<file path="src/rtl/alu_pkg.sv">
// Shared ALU definitions: operation codes used by the control decoder and
// the execute unit, plus the execute FSM state encoding.
package alu_pkg;

    localparam int ALU_WIDTH = 32;

    localparam logic [2:0] ALU_AND  = 3'b000;
    localparam logic [2:0] ALU_OR   = 3'b001;
    localparam logic [2:0] ALU_XOR  = 3'b010;
    localparam logic [2:0] ALU_ADD  = 3'b011;
    localparam logic [2:0] ALU_SUB  = 3'b100;
    localparam logic [2:0] ALU_MUL  = 3'b101;
    localparam logic [2:0] ALU_SLL  = 3'b110;
    localparam logic [2:0] ALU_SRAI = 3'b111;

    typedef enum logic [1:0] {
        IDLE = 2'd0,
        MUL  = 2'd1,
        DONE = 2'd2
    } state_t;

endpackage

</file>
<file path="src/rtl/mul_iter.sv">
// Shift-add multiplier datapath: one partial product per step, fixed WIDTH
// steps. acc presents the accumulator including the current step's addend.
module mul_iter #(
    parameter int WIDTH = 32,
    parameter int CNT_W = 5
) (
    input  logic             clk,
    input  logic             rst_n,
    input  logic             load,
    input  logic             step,
    input  logic [WIDTH-1:0] a,
    input  logic [WIDTH-1:0] b,
    output logic [WIDTH-1:0] acc,
    output logic             last
);

    logic [WIDTH-1:0] mcand;
    logic [WIDTH-1:0] mplier;
    logic [WIDTH-1:0] acc_q;
    logic [CNT_W-1:0] cnt;

    // Exposing the post-add value lets the top capture the final product on
    // the last step edge without an extra cycle.
    assign acc  = acc_q + (mplier[0] ? mcand : '0);
    assign last = (cnt == CNT_W'(WIDTH - 1));

    always_ff @(posedge clk) begin
        if (!rst_n) begin
            mcand  <= '0;
            mplier <= '0;
            acc_q  <= '0;
            cnt    <= '0;
        end else if (load) begin
            mcand  <= a;
            mplier <= b;
            acc_q  <= '0;
            cnt    <= '0;
        end else if (step) begin
            acc_q  <= acc;
            mcand  <= mcand << 1;
            mplier <= mplier >> 1;
            cnt    <= cnt + CNT_W'(1);
        end
    end

endmodule

</file>
<file path="src/rtl/alu_exec_mc.sv">
// Multi-cycle EX unit: single-cycle logic/arith/shift ops plus a fixed
// 32-step shift-add MUL, with valid/ready handshakes on both sides.
module alu_exec_mc
    import alu_pkg::*;
#(
    parameter int WIDTH = ALU_WIDTH,
    parameter int CNT_W = 5
) (
    input  logic             clk_i,
    input  logic             rst_i,
    input  logic             in_valid_i,
    output logic             in_ready_o,
    input  logic [2:0]       ALUCtrl_i,
    input  logic [WIDTH-1:0] data1_i,
    input  logic [WIDTH-1:0] data2_i,
    output logic             out_valid_o,
    input  logic             out_ready_i,
    output logic [WIDTH-1:0] data_o,
    output logic             zero_o
);

    state_t           state;
    state_t           state_next;
    logic             mul_load;
    logic             mul_step;
    logic             mul_last;
    logic             single_done;
    logic [WIDTH-1:0] mul_acc;
    logic [WIDTH-1:0] single_res;

    function automatic logic [WIDTH-1:0] single_op(
        input logic [2:0]       ctrl,
        input logic [WIDTH-1:0] a,
        input logic [WIDTH-1:0] b
    );
        logic signed [WIDTH-1:0] sa;
        logic [CNT_W-1:0]        shamt;
        logic [WIDTH-1:0]        res;
        sa    = a;
        shamt = b[CNT_W-1:0];
        case (ctrl)
            ALU_AND:  res = a & b;
            ALU_OR:   res = a | b;
            ALU_XOR:  res = a ^ b;
            ALU_ADD:  res = a + b;
            ALU_SUB:  res = a - b;
            ALU_SLL:  res = a << shamt;
            ALU_SRAI: res = sa >>> shamt;
            default:  res = '0;
        endcase
        return res;
    endfunction

    assign single_res = single_op(ALUCtrl_i, data1_i, data2_i);

    mul_iter #(
        .WIDTH(WIDTH),
        .CNT_W(CNT_W)
    ) u_mul_iter (
        .clk  (clk_i),
        .rst_n(rst_i),
        .load (mul_load),
        .step (mul_step),
        .a    (data1_i),
        .b    (data2_i),
        .acc  (mul_acc),
        .last (mul_last)
    );

    always_ff @(posedge clk_i) begin
        if (!rst_i) begin
            state <= IDLE;
        end else begin
            state <= state_next;
        end
    end

    always_comb begin
        state_next  = state;
        in_ready_o  = 1'b0;
        out_valid_o = 1'b0;
        mul_load    = 1'b0;
        mul_step    = 1'b0;
        single_done = 1'b0;
        case (state)
            IDLE: begin
                in_ready_o = 1'b1;
                if (in_valid_i) begin
                    if (ALUCtrl_i == ALU_MUL) begin
                        mul_load   = 1'b1;
                        state_next = MUL;
                    end else begin
                        single_done = 1'b1;
                        state_next  = DONE;
                    end
                end
            end
            MUL: begin
                mul_step = 1'b1;
                if (mul_last) begin
                    state_next = DONE;
                end
            end
            DONE: begin
                out_valid_o = 1'b1;
                if (out_ready_i) begin
                    state_next = IDLE;
                end
            end
            default: state_next = IDLE;
        endcase
    end

    // Result and zero flag only change when a new result is produced, so
    // they stay stable through DONE backpressure and between operations.
    always_ff @(posedge clk_i) begin
        if (!rst_i) begin
            data_o <= '0;
            zero_o <= 1'b1;
        end else if (single_done) begin
            data_o <= single_res;
            zero_o <= (single_res == '0);
        end else if (mul_step && mul_last) begin
            data_o <= mul_acc;
            zero_o <= (mul_acc == '0);
        end
    end

endmodule

</file>
<file path="config.mk">
export PLATFORM = sky130hd
export DESIGN_NAME = alu_exec_mc
export DESIGN_NICKNAME = d
export VERILOG_FILES = /design/src/rtl/alu_pkg.sv /design/src/rtl/mul_iter.sv /design/src/rtl/alu_exec_mc.sv
export SDC_FILE = /design/constraint.sdc
export NUM_CORES = 1
export LEC_CHECK = 0
export CORE_MARGIN = 5
export CORE_UTILIZATION = 25
export DETAILED_ROUTE_END_ITERATION = 7
export PLACE_DENSITY = 0.42
export SLEW_MARGIN = 15
export SYNTH_ARGS = -nofsm -noshare
export SYNTH_HDL_FRONTEND = slang
export SYNTH_HIERARCHICAL = 1
export SYNTH_SLANG_ARGS = --single-unit
</file>
<file path="constraint.sdc">
create_clock -name clk_i -period 6.13 [get_ports clk_i]
set_input_delay 1.226 -clock clk_i [delete_from_list [all_inputs] [get_ports clk_i]]
set_output_delay 1.226 -clock clk_i [all_outputs]
set_load 0.1 [all_outputs]
</file>
==> flow_metrics.env <==
export IMPL_synth_net_count=2406
export IMPL_min_from="u_mul_iter/acc_q[26]"
export IMPL_io_pins=106
export IMPL_slew_violations=0
export IMPL_ys_seq_area_frac=0.161
export IMPL_layout_cells_non_filler=3236
export IMPL_syn_area_sq_um=16900
export IMPL_row_count=95
export IMPL_critPathLaunchType="input port"
export IMPL_detail_route_wl_per_cell_microns=25.9
export IMPL_path_max_fanout=4
export IMPL_antenna_found_initial=0
export IMPL_cap_violations=0
export IMPL_initialDrtViolationCount=1749
export IMPL_hold_ws_ns=0.482
export IMPL_endpoint_kind="flop"
export IMPL_die_h_microns=270
export IMPL_hold_violations=0
export IMPL_ys_seq_elements=136
export IMPL_synth_edf_count=0
export IMPL_post_synth_cell_area_avg_sq_um=7.66
export IMPL_required_ns=6.55
export IMPL_clkLatencyLatePin_ns=0.47
export IMPL_setup_viol=0
export IMPL_internal_power_w=0.00211
export IMPL_drtPass1Iterations=5
export IMPL_placedCellCount=3204
export IMPL_finalCriticalPeriod_ns=5.83
export IMPL_layout_cells_most_common_list="nand2_1 (260), buf_4 (200), nor2_1 (175)"
export IMPL_cts_sinks=136
export IMPL_via_count=17900
export IMPL_async_reset_ff_frac=0
export IMPL_synth_flop_cell="dfxtp_1"
export IMPL_status="complete, no violations"
export IMPL_yosysTopAreaCell="dfxtp_1"
export IMPL_syn2layout_area_growth_pct=20.9
export IMPL_synth_top_area_share=0.161
export IMPL_crit_type="in -> reg"
export IMPL_tritoncts="yes"
export IMPL_place_congestion=1.01
export IMPL_dp_hpwl_mm=66.2
export IMPL_swShare=0.414
export IMPL_grt_overflow_total=0
export IMPL_post_cts_repair_setup_buffers=0
export IMPL_nets=2553
export IMPL_placeableCoreArea_sq_um=67000
export IMPL_grt_total_usage=0.222
export IMPL_cts_root_buf="clkbuf_16"
export IMPL_fin_crit_sh=0.952
export IMPL_p_leak_nw=8.22
export IMPL_grt_pass1_wl_mm=122
export IMPL_rrSetupSlack_ns=1.70
export IMPL_hold_class="reg -> reg"
export IMPL_grt_start_max_net_pins=99
export IMPL_layout_drive_gt1_share=0.148
export IMPL_final_common_cell="nand2_1"
export IMPL_worst_r2r_cell_count=18
export IMPL_fin_worst_skew_ns=0.0112
export IMPL_yosysWarnings=6
export IMPL_holdPathEnd="u_mul_iter/acc_q[26]"
export IMPL_numCtsBuffers=17
export IMPL_ys_types=91
export IMPL_htreeDepth=4
export IMPL_antennaDiodeCount=0
export IMPL_finalPower_w=0.00360
export IMPL_synthCells=2203
export IMPL_synth_area_leaders="dfxtp_1 (16%), ha_1 (9.6%), mux2i_1 (8.8%)"
export IMPL_combPwrFrac=0.444
export IMPL_cp_arrival_ns=6.25
export IMPL_die_w_microns=270
export IMPL_r2r_end="zero_o"
export IMPL_rsz0062_at_grt="false"
export IMPL_r2r_start="u_mul_iter/mplier[0]"
export IMPL_portBuffers=105
export IMPL_n_fill_cell=7274
export IMPL_clk_path_buf_depth=2
export IMPL_vias_per_cell=5.52
export IMPL_slew_headroom=0.251
export IMPL_peakVddDrop_v=0.000199
export IMPL_cts_resized=0
export IMPL_p_seq_frac=0.263
export IMPL_fin_util=0.304
export IMPL_final_antenna_net_count=0
export IMPL_switchingPower_w=0.00149
export IMPL_clock_fmax_mhz=171
export IMPL_drc=0
export IMPL_p_clk_frac=0.293
export IMPL_worstMarginPinSlew_ns=1.12
export IMPL_die_area_sq_um=72800
export IMPL_ctsHoldBuffers=0
export IMPL_grt_pass1_vias=17500
export IMPL_p_per_area_nw_per_um2=176
export IMPL_start_util=0.252
export IMPL_cts_clk_slew_worst_paths_ns=0.07
export IMPL_hold_path_cell_count=2
export IMPL_wirelength_mm=84.0
==> stage by stage <==
stage               worst slack [ns]  TNS (ns)  cell area, sq um
finish                         0.296         0             20400
global route                 0.00393         0             20400
CTS                            0.297         0             20400
detailed placement            -0.213    -0.213             19800
global placement              -0.117    -0.117             19800
floorplan                      0.523         0             16900
==> worst max path at each step <==
stage	from	end	slack, ns	cells after the start
CTS	data2_i[8]	zero_o	0.30	22
global route	data2_i[10]	zero_o	0.004	21
floorplan	data2_i[1]	zero_o	0.52	22
detailed placement	data2_i[8]	zero_o	-0.21	22
finish	data2_i[4]	zero_o	0.30	21
global placement	data2_i[10]	zero_o	-0.12	22
==> flip-flops by register name, summed over array words and instances (netlist names) <==
name               count
data_o                32
state                  2
u_mul_iter/acc_q      32
u_mul_iter/cnt         5
u_mul_iter/mcand      32
u_mul_iter/mplier     32
zero_o                 1
==> final cells by class <==
class / instances / area (sq um) / area share
clock inverters: 11 / 111 / 0.00546
well taps: 873 / 1090 / 0.0535
clock buffers: 21 / 480 / 0.0236
flip-flops and latches: 136 / 2720 / 0.133
inverters: 97 / 364 / 0.0178
multi-input cells: 1793 / 13100 / 0.640
repair buffers: 305 / 2570 / 0.126
==> power groups by stage <==
| stage | sequential (W) | clock, W | combinational, W |
|---|---|---|---|
| 6_report | 0.000946 | 0.00105 | 0.00160 |
| 5_1_grt | 0.000949 | 0.00113 | 0.00169 |
| 4_1_cts | 0.000948 | 0.00109 | 0.00158 |
| 3_5_place_dp | 0.000967 | 0 | 0.00158 |
| 3_3_place_gp | 0.000967 | 0 | 0.00158 |
| 2_1_floorplan | 0.00111 | 0 | 0.000755 |
==> routing by layer <==
| metal | GRT usage | vias up | routed length, microns |
|---|---|---|---|
| met4 | 0.0671 | 0 | 2580 |
| li1 | - | 8337 | - |
| met5 | 0 | - | 0 |
| met3 | 0.0287 | 113 | 4510 |
| met2 | 0.359 | 629 | 38200 |
| met1 | 0.310 | 8791 | 38700 |
==> critical path, stage by stage <==
cell and delay, ns:
clkdlybuf4s50_1 0.42, or3_1 0.35, nor3_1 0.18, buf_4 0.16, and2_1 0.24, buf_4 0.19, a21oi_1 0.08, xnor2_1 0.27
ha_1 0.33, a21oi_1 0.30, o21a_1 0.20, a21o_1 0.14, nand2_1 0.13, mux2i_1 0.17, a2111oi_2 0.37, buf_4 0.21
nand4_1 0.16, a2111oi_1 0.45, nand4_1 0.18, a2111oi_1 0.35, or3_1 0.15
==> cells by family after synthesis <==
group,share of synthesized area
and+or+nand+nor,0.225
AOI/OAI and AO/OA,0.221
buffers and inverters,0.0671
muxes,0.188
DFF,0.161
adders and majority gates,0.0988
xor gates and xnor gates,0.0387
==> synth_stat cells, types with 54 or more instances <==
cell type,count
xnor2_1,56
clkbuf_1,119
dfxtp_1,136
and2_1,101
mux2i_1,149
ha_1,130
nand2_1,260
mux4_2,54
inv_1,93
a21oi_1,132
nor2_1,175
o21ai_0,125
No activity file was read; power rests on OpenSTA's default activity.
